[config.mk]
export PLATFORM = sky130hd
export DESIGN_NAME = demux_registrado_n_flat
export DESIGN_NICKNAME = d
export VERILOG_FILES = /design/src/rtl/demux_registrado_n_if.sv /design/src/rtl/demux_registrado_n.sv /design/src/flat_wrapper.sv
export SDC_FILE = /design/constraint.sdc
export NUM_CORES = 1
export LEC_CHECK = 0
export ABC_AREA = 1
export CAP_MARGIN = 25
export CORE_ASPECT_RATIO = 1.5
export CORE_UTILIZATION = 41
export DETAILED_ROUTE_END_ITERATION = 10
export PLACE_DENSITY = 0.75
export SLEW_MARGIN = 20
export SYNTH_ARGS = -nofsm -noshare
export SYNTH_HDL_FRONTEND = slang
export SYNTH_SLANG_ARGS = --single-unit
[constraint.sdc]
create_clock -name clk -period 1.5 [get_ports clk]
set_clock_uncertainty 0.1 [all_clocks]
set_input_delay 0.3 -clock clk [delete_from_list [all_inputs] [get_ports clk]]
set_output_delay 0.3 -clock clk [all_outputs]
set_load 0.02 [all_outputs]
[src/rtl/demux_registrado_n_if.sv]
// Handshake bundle between one producer, the registered demultiplexer and its CANALES consumers.
interface demux_registrado_n_if #(
  parameter int ANCHO   = 8,
  parameter int CANALES = 4
);
  localparam int SEL_W = $clog2(CANALES);

  logic [ANCHO-1:0]         entrada;
  logic                     entrada_valida;
  logic                     entrada_lista;
  logic [SEL_W-1:0]         sel;
  logic                     modo_auto;
  logic [CANALES*ANCHO-1:0] salida;
  logic [CANALES-1:0]       salida_valida;
  logic [CANALES-1:0]       salida_lista;
  logic [SEL_W-1:0]         canal_actual;
  logic                     error_sel;

  modport master (
    output entrada, entrada_valida, sel, modo_auto, salida_lista,
    input  entrada_lista, salida, salida_valida, canal_actual, error_sel
  );

  modport slave (
    input  entrada, entrada_valida, sel, modo_auto, salida_lista,
    output entrada_lista, salida, salida_valida, canal_actual, error_sel
  );
endinterface

[src/rtl/demux_registrado_n.sv]
// 1-to-CANALES registered demultiplexer with per-channel one-word holding registers,
// manual (sel) or round-robin target selection and valid/ready handshake on both sides.
module demux_registrado_n #(
  parameter int ANCHO   = 8,
  parameter int CANALES = 4
) (
  input logic                 clk,
  input logic                 rst,
  demux_registrado_n_if.slave bus
);
  localparam int SEL_W = $clog2(CANALES);
  localparam logic [SEL_W-1:0] ULTIMO = SEL_W'(CANALES - 1);

  logic [SEL_W-1:0]         target;
  logic [CANALES-1:0]       selMask;
  logic [CANALES-1:0]       libre;
  logic                     listo;
  logic                     accept;
  logic [CANALES-1:0]       writeEn;

  logic [CANALES*ANCHO-1:0] datosReg;
  logic [CANALES-1:0]       validosReg;
  logic [SEL_W-1:0]         canalReg;
  logic                     errorReg;

  // Target decode: an out-of-range sel yields an empty mask, so nothing is ready or written
  always_comb begin
    if (bus.modo_auto) begin
      target = canalReg;
    end else begin
      target = bus.sel;
    end
    for (int k = 0; k < CANALES; k++) begin
      selMask[k] = (target == SEL_W'(k));
    end
    libre   = ~validosReg | bus.salida_lista;
    listo   = |(selMask & libre);
    accept  = listo & bus.entrada_valida;
    writeEn = selMask & {CANALES{accept}};
  end

  // Channel registers, round-robin counter and invalid-select pulse
  always_ff @(posedge clk) begin
    if (rst) begin
      datosReg   <= '0;
      validosReg <= '0;
      canalReg   <= '0;
      errorReg   <= 1'b0;
    end else begin
      for (int k = 0; k < CANALES; k++) begin
        if (writeEn[k]) begin
          datosReg[k*ANCHO +: ANCHO] <= bus.entrada;
          validosReg[k]              <= 1'b1;
        end else if (validosReg[k] && bus.salida_lista[k]) begin
          validosReg[k] <= 1'b0;
        end else begin
          validosReg[k] <= validosReg[k];
        end
      end
      if (accept && bus.modo_auto) begin
        if (canalReg == ULTIMO) begin
          canalReg <= '0;
        end else begin
          canalReg <= canalReg + SEL_W'(1);
        end
      end else begin
        canalReg <= canalReg;
      end
      errorReg <= bus.entrada_valida && !bus.modo_auto &&
                  (32'(bus.sel) >= 32'(CANALES));
    end
  end

  assign bus.entrada_lista = listo;
  assign bus.salida        = datosReg;
  assign bus.salida_valida = validosReg;
  assign bus.canal_actual  = canalReg;
  assign bus.error_sel     = errorReg;
endmodule

[src/flat_wrapper.sv]
// flat-port wrapper written by rule: the top's interface ports become plain ports
module demux_registrado_n_flat 
#(
  parameter int ANCHO   = 8,
  parameter int CANALES = 4
)
  (clk, rst, bus_entrada, bus_entrada_valida, bus_sel, bus_modo_auto, bus_salida_lista, bus_entrada_lista, bus_salida, bus_salida_valida, bus_canal_actual, bus_error_sel);
  demux_registrado_n_if #(.ANCHO(ANCHO), .CANALES(CANALES)) bus_i ();
  input logic clk;
  input logic rst;
  input wire logic [$bits(bus_i.entrada)-1:0] bus_entrada;
  input wire logic [$bits(bus_i.entrada_valida)-1:0] bus_entrada_valida;
  input wire logic [$bits(bus_i.sel)-1:0] bus_sel;
  input wire logic [$bits(bus_i.modo_auto)-1:0] bus_modo_auto;
  input wire logic [$bits(bus_i.salida_lista)-1:0] bus_salida_lista;
  output wire logic [$bits(bus_i.entrada_lista)-1:0] bus_entrada_lista;
  output wire logic [$bits(bus_i.salida)-1:0] bus_salida;
  output wire logic [$bits(bus_i.salida_valida)-1:0] bus_salida_valida;
  output wire logic [$bits(bus_i.canal_actual)-1:0] bus_canal_actual;
  output wire logic [$bits(bus_i.error_sel)-1:0] bus_error_sel;
  assign bus_i.entrada = bus_entrada;
  assign bus_i.entrada_valida = bus_entrada_valida;
  assign bus_i.sel = bus_sel;
  assign bus_i.modo_auto = bus_modo_auto;
  assign bus_i.salida_lista = bus_salida_lista;
  assign bus_entrada_lista = bus_i.entrada_lista;
  assign bus_salida = bus_i.salida;
  assign bus_salida_valida = bus_i.salida_valida;
  assign bus_canal_actual = bus_i.canal_actual;
  assign bus_error_sel = bus_i.error_sel;
  demux_registrado_n #(.ANCHO(ANCHO), .CANALES(CANALES)) u_core (.clk(clk), .rst(rst), .bus(bus_i));
endmodule
==> results of run 1 <==
## report_power, final
group          internal (mW)  switching [mW]  total, mW  leakage (nW)
logic                  0.379           0.515      0.894          1.22
clock network          0.371           0.361      0.731        0.0482
registers               1.08          0.0383       1.12         0.312
total                   1.83           0.914       2.74          1.58
## worst reg2reg max path, cell delays in order (launching register included)
cell and delay, ps:
dfxtp_4 350, inv_2 20, or2_4 240, nand3_2 60, nand2_1 60, inv_2 90
nand2_8 60, buf_6 130, buf_12 140, buf_6 110, nand3_4 60, nand2_2 50
nand2_1 60, nor2_1 40
## cell type report
type	instances	share of cell area [%]
sequential	38	25.8
tap	46	1.93
clock buffer	7	2.90
inverter	46	5.80
timing repair buffer	84	26.6
multi-input combinational	184	36.8
clock inverter	1	0.168
## cell usage in the layout, fill, tap and decap left out, types with 4 or more instances in the layout
| cell type | n |
|---|---|
| clkdlybuf4s50_1 | 11 |
| buf_4 | 21 |
| nand3_4 | 13 |
| clkbuf_8 | 6 |
| nand3_2 | 4 |
| nand2_1 | 48 |
| dfxtp_1 | 35 |
| nor2_2 | 5 |
| inv_2 | 6 |
| nor2_4 | 5 |
| dlygate4sd2_1 | 39 |
| nor2_1 | 61 |
| nand2_2 | 39 |
| inv_1 | 39 |
## cells by family (layout without fill, tap and decap cells)
kind of cell | count (synthesis) | after routing | synth area share, %
AOI/OAI and AO/OA | 3 | 3 | 0.832
adders and majority gates | 1 | 1 | 0.693
buffers and inverters | 55 | 138 | 15.2
DFF | 38 | 38 | 42.2
other | 1 | 1 | 0.208
and+or+nand+nor | 171 | 179 | 40.9
## state kept, by name, summed over array words and instances, names as in the netlist
name and flops:
u_core.bus.salida 32, u_core.bus.canal_actual 2, u_core.bus.salida_valida 4
## per-stage QoR
step                power, mW  TNS, ps  instance area [µm²]  worst slack (ps)
floorplan                1.52        0                 1820              11.4
global placement         1.79   -24520                 2480              -829
detailed placement       1.80   -25620                 2480              -852
CTS                      2.69    -4010                 2830              -213
global route             2.87    -7740                 2980              -277
finish                   2.74    -4780                 2980              -202
## routing by layer
| layer | GRT usage, % | up-vias | part of all wire, % |
|---|---|---|---|
| li1 | - | 970 | - |
| met1 | 25.8 | 871 | 39 |
| met2 | 40.5 | 53 | 53 |
| met3 | 5.30 | 18 | 4.1 |
| met4 | 12.9 | 0 | 3.7 |
| met5 | 0 | - | 0 |
## worst max-delay path by stage
| stage | end | slack [ps] | from | cells after the start |
|---|---|---|---|---|
| final | bus_entrada_lista | -200 | u_core.bus.salida_valida[3] | 7 |
| after CTS | bus_entrada_lista | -210 | u_core.bus.salida_valida[3] | 7 |
| after detailed placement | bus_entrada_lista | -850 | bus_modo_auto | 8 |
| after global routing | u_core.bus.salida[11] | -280 | u_core.bus.canal_actual[1] | 13 |
| after floorplan | u_core.bus.salida[0] | 10 | u_core.bus.canal_actual[1] | 10 |
| after global placement | bus_entrada_lista | -830 | bus_modo_auto | 8 |
## what timing repair did
item / 4_1_cts / 5_1_grt
setup buffers: 4 / 7
pin swaps: 13 / 23
endpoints found under the setup margin: 77 / 41
cloned: 10 / 0
gates resized for setup: 83 / 50
==> impl_results.md, run 1 <==
- CP max FO: 3
- Worst path cell trace: inv_2 > or2_4 > nand3_2 > nand2_1 > inv_2 > nand2_8 > buf_6
- CTS H-tree lvls: 2
- Initial antenna violation count: 0
- Synth cell types: 17
- HP Start: bus_salida_lista[1]
- Die Y: 83.2 µm
- Synth top cells by count: nand2_1, nor2_1, inv_1
- First-pass GRT wire length: 8340 µm
- Post-synth ARST share: 0%
- DR vias: 1,912
- Largest net degree at the start of global routing: 34
- Syn Nets: 288
- Die area: 0.00468 mm²
- Failing checks: setup timing
- # diodes: 0
- Clock transition at path regs: 70 ps
- Post-synthesis sequential area ratio: 42.2%
- Grt total ovfl: 0
- I/O pins: 58
- Min cycle time layout: 1700 ps
- Synthesis-stage register bit count: 38
- Worst path slowest cell: dfxtp_4
- Setup CP Type: register to output port
- Die Width: 56.2 µm
- Pwr/cell area: 923 mW/mm²
- Max-cap violations: 0
- Layout area overhead: 64.9%
- R2R setup slack: -180 ps
- Routed Antenna Nets: 0
- Top-area cell type share of the netlist area: 42.2%
- Drt initial violations: 29
- Rows: 29
- WP data required: 1100 ps
- Max Slew Vio Count: 0
- Delay-heaviest family, CP: simple AND/OR/NAND/NOR gates
- Drt pass-1 iters: 4
- Max clock buf depth: 2
- Final setup violation count: 39
- EDFF count, synth: 0
- Final Wtd Congestion: 0.889
- Synth area leaders: dfxtp_1, nand2_1, nor2_1
- TritonCTS clock tree: done
- Layout cell share with drive strength beyond 1: 33.1%
- Synth Instances: 269
- Leakage Power: 1.58 nW
- IO Port Bufs: 56
- Worst path most repeated cell: inv_2
- Vias in the first global route: 1,760
- Non-Filler Instances: 406
- Status: finished with violations
- Tcrit/Tclk final: 113%
- Post-Syn Area: 0.00180 mm²
- Post-synth top area cell: dfxtp_1
- Clk sinks: 38
- Vias/cell: 4.71
- Clk Tree Root Cell: clkbuf_8
- Hold WS: 295 ps
- Final WL: 5680 µm
- Setup ws final: -202 ps
- RSZ-0062 raised after global routing: true
- Reg2reg path depth: 13
- Worst setup EP type: output port
- Reg2reg start: u_core.bus.salida_valida[3]
- Footprint of the multi-input gates: 0.00110 mm²
- Wire per inst: 14.0 µm
- DRC Markers: 0
- Terminus of the critical flop-to-flop path: u_core.bus.canal_actual[1]
- Final HPWL from detailed placement: 3010 µm
- Crit path arrival time: 1300 ps
- Initial Utilization: 42.9%
- Dpl cells: 378
- Setup crit start kind: register
- WHS Path Cells: 5
- GR Util All Layers: 23.4%
- F_max: 0.588 GHz
- Prevailing post-synth register cell: dfxtp_1
- Worst hold path type: primary input to register
- Cts bufs inserted: 5
- Final core utilization: 70.7%
- Fill cells: 348
- Hold EP: u_core.bus.salida_valida[1]
- Layout Nets: 378
- Sequential Area: 767 µm²
- VDD IR max: 0.858 mV
- Core area: 0.00421 mm²
- Buf/Inv on CP: 3
- Hold bufs inserted after CTS: 0
- Max incr delay on CP: 350 ps
- Synth warn: 0
- Syn_area_per_cell: 6.71 µm²
- Clock Latency Late Sink: 290 ps
- Hold Vio Cnt, Final: 0
- Count leader, synth: nand2_1
No activity file was read; power rests on OpenSTA's default activity.
==> inputs of run 2 (changes only) <==
--- a/config.mk
+++ b/config.mk
@@ -7,9 +7,9 @@
 export LEC_CHECK = 0
 export ABC_AREA = 1
 export CAP_MARGIN = 25
-export CORE_ASPECT_RATIO = 1.5
 export CORE_UTILIZATION = 41
 export DETAILED_ROUTE_END_ITERATION = 10
+export MAX_ROUTING_LAYER = met4
 export PLACE_DENSITY = 0.75
 export SLEW_MARGIN = 20
 export SYNTH_ARGS = -nofsm -noshare
==> run 2 against run 1 <==
The flow still finishes with violations (setup timing). Clock power increased by 17%. Critical path depth did not move. Fmax shrank 1.5%. Worst hold slack better by 43 ps. Sequential cell count did not move. Power is 3.9% higher. Core utilization grew 1.1 points. Critical endpoint unchanged.
==> impl_results.md, run 2 (synthesis gave the netlist of run 1 again) <==
- Status: finished with violations
- Reg2reg path depth: 12 (-1)
- Most common cell after layout, fill and taps aside: nor2_1
- Max Slew Vio Count: 0 (unchanged)
- DR vias: 1,912 (unchanged)
- DRC Markers: 0 (unchanged)
- Clock transition at path regs: 70 ps (about the same)
- First-pass GRT wire length: 7820 µm (-6.1%)
- Clk sinks: 38 (unchanged)
- I/O pins: 58 (unchanged)
- Die area: 0.00467 mm² (-0.12%)
- HP Start: bus_salida_lista[1]
- Drt initial violations: 145 (+400%)
- # diodes: 0 (unchanged)
- Fill cells: 306 (-12%)
- CP max FO: 3 (unchanged)
- Leakage Power: 1.55 nW (-1.5%)
- Setup slack at placement: -921 ps (-68.9 ps)
- Vias/cell: 4.74 (+0.74%)
- CTS H-tree lvls: 2 (unchanged)
- Hold Vio Cnt, Final: 0 (unchanged)
- Delay-heaviest family, CP: simple AND/OR/NAND/NOR gates
- Clock Latency Late Sink: 290 ps (about the same)
- RSZ-0062 raised after global routing: true
- WHS Path Cells: 5 (unchanged)
- F_max: 0.579 GHz (-1.5%)
- Hold EP: u_core.bus.salida_valida[1]
- Core area: 0.00412 mm² (-2.2%)
- WP data required: 1100 ps (about the same)
- Commonest cells after routing, fill and taps aside: nor2_1, nand2_1, inv_1
- Final Wtd Congestion: 0.891 (+0.23%)
- Vias in the first global route: 1,606 (-8.8%)
- Routed Antenna Nets: 0 (unchanged)
- IO Port Bufs: 56 (unchanged)
- Worst path most repeated cell: inv_2
- Reg2reg start: u_core.bus.canal_actual[1]
- Die Width: 68.3 µm (+22%)
- Crit path arrival time: 1330 ps (+30 ps)
- Layout cell share with drive strength beyond 1: 32.0% (-1.0 points)
- Cts bufs inserted: 5 (unchanged)
- Min cycle time layout: 1730 ps (+25.2 ps)
- Max-cap violations: 0 (unchanged)
- R2R setup slack: -210 ps (-30 ps)
- GR Util All Layers: 24.4% (+0.99 points)
- Worst setup EP type: output port
- Largest net degree at the start of global routing: 32 (-5.9%)
- Max incr delay on CP: 350 ps (about the same)
- Terminus of the critical flop-to-flop path: u_core.bus.salida[9]
- Hold WS: 337 ps (+42.7 ps)
- Clk Tree Root Cell: clkbuf_8
- Die Y: 68.3 µm (-18%)
- Sequential Area: 769 µm² (+0.33%)
- Worst hold path type: primary input to register
- Setup crit start kind: register
- Buf/Inv on CP: 3 (unchanged)
- Worst path cell trace: inv_2 > or2_4 > nand3_2 > nand2_2 > inv_2 > nand2_8 > buf_6
- VDD IR max: 0.507 mV (-41%)
- Worst path slowest cell: dfxtp_4
- Pwr/cell area: 965 mW/mm² (+4.6%)
- Layout Nets: 371 (-1.9%)
- Setup CP Type: register to output port
- Rows: 23 (-21%)
- Footprint of the multi-input gates: 0.00111 mm² (+1.3%)
- Final WL: 5660 µm (-0.39%)
- Grt total ovfl: 0 (unchanged)
- Layout area overhead: 63.8%
- Max clock buf depth: 2 (unchanged)
- Failing checks: setup timing
- Final setup violation count: 37 (-5.1%)
- Initial antenna violation count: 0 (unchanged)
- Total power: 2.85 mW (+3.9%)
- Initial Utilization: 43.8% (+0.98 points)
- Hold bufs inserted after CTS: 0 (unchanged)
- Setup ws final: -227 ps (-25.2 ps)
- Wire per inst: 14.0 µm (+0.35%)
- TritonCTS clock tree: done
- Drt pass-1 iters: 4 (unchanged)
- Largest register FFs: 32 (unchanged)
- Final HPWL from detailed placement: 2930 µm (-2.7%)
- Tcrit/Tclk final: 115% (+1.7 points)
-- run 2: metrics by stage --
step | util [%] | cell area (µm²) | TNS [ps] | std cells
global placement | 60.4 | 2480 | -25350 | 382
CTS | 67.1 | 2760 | -2670 | 399
finish | 71.8 | 2960 | -3720 | 403
detailed placement | 60.4 | 2480 | -27900 | 382
global route | 71.8 | 2960 | -6260 | 403
floorplan | - | 1820 | 0 | 269
-- run 2: tightest hold or removal path: stages --
cell	delay [ps]
dlymetal6s2s_1	80
inv_1	50
nand2_2	90
buf_4	120
a21oi_2	40
-- run 2: per-layer routing --
metal	global-route usage, %	share of wire [%]
met4	10.2	2.1
met5	-	0
met3	6.33	6.0
met2	38.4	53
met1	29.2	39
-- run 2: how the worst max path moves through the flow --
stage	from	endpoint	slack (ps)	cells after the start
3_5_place_dp	bus_modo_auto	bus_entrada_lista	-920	9
2_1_floorplan	u_core.bus.canal_actual[1]	u_core.bus.salida[0]	10	10
6_report	u_core.bus.salida_valida[3]	bus_entrada_lista	-230	7
3_3_place_gp	bus_modo_auto	bus_entrada_lista	-860	9
4_1_cts	u_core.bus.salida_valida[3]	bus_entrada_lista	-210	7
5_1_grt	u_core.bus.salida_valida[3]	bus_entrada_lista	-270	7
-- run 2: area by class of cell --
cell class                 instances  area share [%]
clock buffer                       7            2.58
clock inverter                     1            1.02
inverter                          46            5.93
multi-input combinational        184            37.6
sequential                        38            26.0
tap                               50            2.12
timing repair buffer              77            24.8
-- run 2: timing repair --
| item | 4_1_cts | 5_1_grt |
|---|---|---|
| setup buffers | 0 | 5 |
| pin swaps | 5 | 18 |
| cloned | 9 | 0 |
| resized for setup | 77 | 60 |
| endpoints found under the setup margin | 77 | 41 |
-- run 2: power breakdown --
part	internal [mW]	switching [mW]
Combinational	0.358	0.517
Sequential	1.08	0.0410
Clock	0.498	0.357
